[config.mk]
export PLATFORM = sky130hd
export DESIGN_NAME = dmem_arbiter
export DESIGN_NICKNAME = d
export VERILOG_FILES = /design/src/rtl/dmem_arbiter.sv
export SDC_FILE = /design/constraint.sdc
export NUM_CORES = 1
export LEC_CHECK = 0
export CAP_MARGIN = 25
export CORE_MARGIN = 2
export CORE_UTILIZATION = 26
export DETAILED_ROUTE_END_ITERATION = 6
export GPL_TIMING_DRIVEN = 1
export HOLD_SLACK_MARGIN = 0.05
export PLACE_DENSITY = 0.85
export SETUP_SLACK_MARGIN = 0.05
export SYNTH_ARGS = -nofsm -noshare
export SYNTH_HDL_FRONTEND = slang
export SYNTH_SLANG_ARGS = --single-unit
[constraint.sdc]
create_clock -name clk -period 2.6 [get_ports clk]
set_input_delay 0.65 -clock clk [delete_from_list [all_inputs] [get_ports clk]]
set_output_delay 0.65 -clock clk [all_outputs]
set_load 0.05 [all_outputs]
[src/rtl/dmem_arbiter.sv]
// dmem_arbiter: shares the single-port data SRAM between the execute unit's
// load/store port (cpu_*) and a DMA/debug port (dma_*). One access is granted
// per cycle. The CPU has fixed priority unless the DMA has been denied for
// STARVE_LIMIT consecutive cycles, in which case the DMA overrides for one cycle.
//
// Handshake: a request (cpu_req, dma_req) is accepted in the cycle its grant
// (~cpu_stall, dma_gnt) is high. Until it is accepted, the requester holds
// every request field stable. Read data returns one cycle after the grant,
// qualified by cpu_rvalid / dma_rvalid. Writes complete in the grant cycle
// and produce no response.
module dmem_arbiter #(
    parameter int ADDR_W       = 12,
    parameter int DATA_W       = 8,
    parameter int STARVE_LIMIT = 4
) (
    input  logic              clk,
    input  logic              reset_,
    // execute-unit port
    input  logic              cpu_en,
    input  logic              cpu_rd,
    input  logic              cpu_wr,
    input  logic [ADDR_W-1:0] cpu_addr,
    input  logic [DATA_W-1:0] cpu_wdata,
    output logic              cpu_stall,
    output logic [DATA_W-1:0] cpu_rdata,
    output logic              cpu_rvalid,
    // DMA / debug port
    input  logic              dma_req,
    input  logic              dma_we,
    input  logic [ADDR_W-1:0] dma_addr,
    input  logic [DATA_W-1:0] dma_wdata,
    output logic              dma_gnt,
    output logic [DATA_W-1:0] dma_rdata,
    output logic              dma_rvalid,
    // SRAM port
    output logic              mem_en,
    output logic              mem_rd,
    output logic              mem_wr,
    output logic [ADDR_W-1:0] mem_addr,
    output logic [DATA_W-1:0] mem_wdata,
    input  logic [DATA_W-1:0] mem_rdata
);

    localparam logic [3:0] LIMIT = 4'(STARVE_LIMIT);

    logic       cpu_req;
    logic       dma_pri;
    logic       dma_win;
    logic       cpu_win;
    logic       rd_grant;
    logic       rd_pend_q;
    logic       rd_owner_q;   // 0 = CPU, 1 = DMA
    logic [3:0] starve_cnt;

    // Grant decision: DMA wins when the CPU is idle or when it has starved long enough.
    always_comb begin
        cpu_req   = cpu_en & (cpu_rd | cpu_wr);
        dma_pri   = (starve_cnt == LIMIT);
        dma_win   = dma_req & (~cpu_req | dma_pri);
        cpu_win   = cpu_req & ~dma_win;
        cpu_stall = cpu_req & ~cpu_win;
        dma_gnt   = dma_win;
    end

    // Memory mux: the winner drives the SRAM; a CPU rd+wr is treated as a write.
    always_comb begin
        mem_en    = cpu_win | dma_win;
        mem_rd    = 1'b0;
        mem_wr    = 1'b0;
        mem_addr  = '0;
        mem_wdata = '0;
        if (dma_win) begin
            mem_rd    = ~dma_we;
            mem_wr    = dma_we;
            mem_addr  = dma_addr;
            mem_wdata = dma_wdata;
        end else if (cpu_win) begin
            mem_rd    = cpu_rd & ~cpu_wr;
            mem_wr    = cpu_wr;
            mem_addr  = cpu_addr;
            mem_wdata = cpu_wdata;
        end
    end

    assign rd_grant = mem_en & mem_rd;

    // Read tracking: remember that a read was granted last cycle and who owns it.
    always_ff @(posedge clk or negedge reset_) begin
        if (!reset_) begin
            rd_pend_q  <= 1'b0;
            rd_owner_q <= 1'b0;
        end else begin
            rd_pend_q <= rd_grant;
            if (rd_grant) begin
                rd_owner_q <= dma_win;
            end
        end
    end

    // Starvation counter: counts consecutive denied DMA cycles, saturating at the limit.
    always_ff @(posedge clk or negedge reset_) begin
        if (!reset_) begin
            starve_cnt <= 4'd0;
        end else if (dma_win || !dma_req) begin
            starve_cnt <= 4'd0;
        end else if (starve_cnt != LIMIT) begin
            starve_cnt <= starve_cnt + 4'd1;
        end
    end

    // Read return: SRAM data steered to the owning port, zero on the other.
    always_comb begin
        cpu_rvalid = rd_pend_q & ~rd_owner_q;
        dma_rvalid = rd_pend_q & rd_owner_q;
        cpu_rdata  = cpu_rvalid ? mem_rdata : '0;
        dma_rdata  = dma_rvalid ? mem_rdata : '0;
    end

endmodule

==> impl_metrics.toml <==
[run_status]
status = "completed"

[place]
port_buffers = 97
preCtsSetupSlack_ns = -0.1420
dpl.hpwl_um = 3362
dpl_cell_area_um2 = 2166
gp_congestion = 0.8781
dp_cells = 213

[logic_synthesis]
synth.ff_latch_count = 6
seq_area_frac_synth_pct = 20.76
synthesis.nets = 141
ys.flop_type = "dfrtp_1"
yosysTopAreaCell = "a22o_1"
yosys.cell_types.count = 26
synthArstFlopShare_pct = 100.0
synth.top_cells.by_area = "a22o_1 25%, dfrtp_1 21%, and2_1 7.8%, and3_1 6.9%, buf_6 6.2%"
yosysWarnings = 0
post-synth-top-area-fraction_pct = 25.43
synth-edff-count = 0
synth_cells = 84
ys_top_cells_by_count = "21 x a22o_1, 9 x and2_1, 8 x and3_1"
synth_area_um2 = 723.2
yosysMostFrequentCell = "a22o_1"
syn_area_per_cell_um2 = 8.609

[clock_network]
cts.sinks = 6
clk_pin_slew_ns = 0.05
root_buffer = "clkbuf_4"
insertion_delay_ns = 0.26
cts_buffer_depth = 2
cts_tree = "yes"
cts-htree-levels = 1
cts_buffers = 3

[timing]
max_slew_margin_pct = 64.17
skew_ns = 0.001425
rsz0062_at_grt = "true"
slew_viol_final = 0
fmax_mhz = 385.0
fin_crit_ns = 2.597
tightest_slew_ns = 0.5358
hold_violations = 0
fin_tns_setup_ns = 0
worst_slack_ns = 0.002686
hold_ws_ns = 0.6145
setup_viol = 0
final.period_utilization_pct = 99.90

[critical_path]
critical_path_peak_fanout = 11
cp.depth = 9
arrival_ns = 1.95
startpoint_type = "flop"
crit_buf_inv = 5
max_stage_delay_ns = 0.41
cpMostUsedCell = "buf_12"
r2r_setup_slack_ns = 1.00
end_kind = "output pin"
path_class = "flop to output pin"
path_cells = "inv_2 -> ha_4 -> nand3b_4 -> a21oi_4 -> buf_4 -> buf_12 -> buf_16 -> a22o_4 -> buf_12"
reg2regPathDepth = 8
cpMaxStageDelayCell = "dfrtp_1"
crit_required_ns = 1.95
crit_family = "buffers and inverters"

[route]
ant_nets = 0
drtIter0Drc = 89
vias = 1301
wl_per_cell_um = 24.48
dr.pass1.iters = 4
vias_per_cell = 5.632
drcViolationCount = 0
wirelength_um = 5654

[power]
p_sw_mw = 0.3550
p_int_mw = 0.4794
p_comb_share_pct = 75.0
power_frac_clock_pct = 11.9
netSwitchingFraction_pct = 42.54
total_power_mw = 0.8344
p_leak_nw = 1.131
p_per_area_nw_per_um2 = 332.6
max-vdd-ir-drop_mv = 0.3300
seqPwrFrac_pct = 13.1

[floorplanning]
die_w_um = 56.74
die_h_um = 56.74
core_um2 = 2710
die_area_um2 = 3219
num_io_pins = 98
rows = 19
start_util_pct = 26.69

[global_route]
antenna_found_initial = 0
grt_usage_pct = 33.10
grt_max_degree = 13
grt_overflow_total = 0
grt_pass1_wl_um = 7990
first_global_vias = 1348

[worst_hold_path]
hp-class = "flop to flop"
hold_depth = 2

[finish]
area_growth_pct = 246.9
nets = 259
antenna_cells = 0
final_core_util_pct = 92.57
design_area_um2 = 2509
drive_gt1_share_pct = 46.50
finalNonFillerCells = 231

[run]
cap_violations = 0
## layer usage
metal / up-vias / part of all wire, % / GRT usage, %
met5: - / 0 / 0
met4: 0 / 5.9 / 14.62
met3: 29 / 7.9 / 3.917
met2: 112 / 54 / 62.62
met1: 608 / 32 / 36.31
li1: 552 / - / -
## worst register-to-register path, delay by kind of cell, from the launching register on
family | cells | cell delay (ns)
simple gates | 1 | 0.12
buf+inv | 4 | 0.48
flops | 1 | 0.41
compound gates | 2 | 0.29
fa+ha+maj | 1 | 0.18
## cell type report
type,instances,area (µm²)
fill,93,201.4
clock buffer,3,22.52
multi-input combinational,68,646.9
inverter,4,15.01
timing repair buffer,119,1635
sequential,6,150.1
tap,31,38.79
## layout by cell type, fill, tap and decap left out, types with 4 or more instances in the layout
cell	instances
buf_12	44
buf_4	15
and2_1	9
a22o_4	13
and3_1	8
dfrtp_1	6
clkdlybuf4s50_1	51
a22o_1	8
nor2_1	4
## path summary, 6_finish.rpt
kind,start,end
min reg2reg,starve_cnt[0],starve_cnt[0]
max in group asynchronous,reset_,starve_cnt[0]
min,starve_cnt[0],starve_cnt[0]
max reg2reg,starve_cnt[1],rd_owner_q
max,starve_cnt[1],mem_addr[9]
min in group asynchronous,reset_,rd_owner_q
## registers in the layout (all words and copies together), names as in the netlist
name / count
rd_owner_q: 1
starve_cnt: 4
rd_pend_q: 1
## repair_timing
item	CTS	global route
pin swaps	11	3
resized for setup	27	10
setup buffers	6	5
setup endpoints to repair	22	21
gates cloned	3	1
hold buffers	0	0
## cells by family (layout without fill, tap and decap cells)
| group | after synthesis | after routing | share of synthesized area, % |
|---|---|---|---|
| AO/OA/AOI/OAI | 30 | 30 | 35.29 |
| XOR/XNOR | 2 | 2 | 2.423 |
| adder cells (fa/ha/maj) | 2 | 2 | 3.460 |
| buffers and inverters | 10 | 126 | 9.342 |
| flip-flops | 6 | 6 | 20.76 |
| AND/OR/NAND/NOR | 34 | 34 | 28.72 |
## power groups by stage
stage / registers, mW / logic, mW / clock network [mW]
after global placement: 0.107 / 0.533 / 0
final: 0.110 / 0.626 / 0.0991
after floorplan: 0.103 / 0.239 / 0
after CTS: 0.107 / 0.595 / 0.0847
after global routing: 0.110 / 0.640 / 0.103
after detailed placement: 0.109 / 0.544 / 0
No activity file was read; power rests on OpenSTA's default activity.
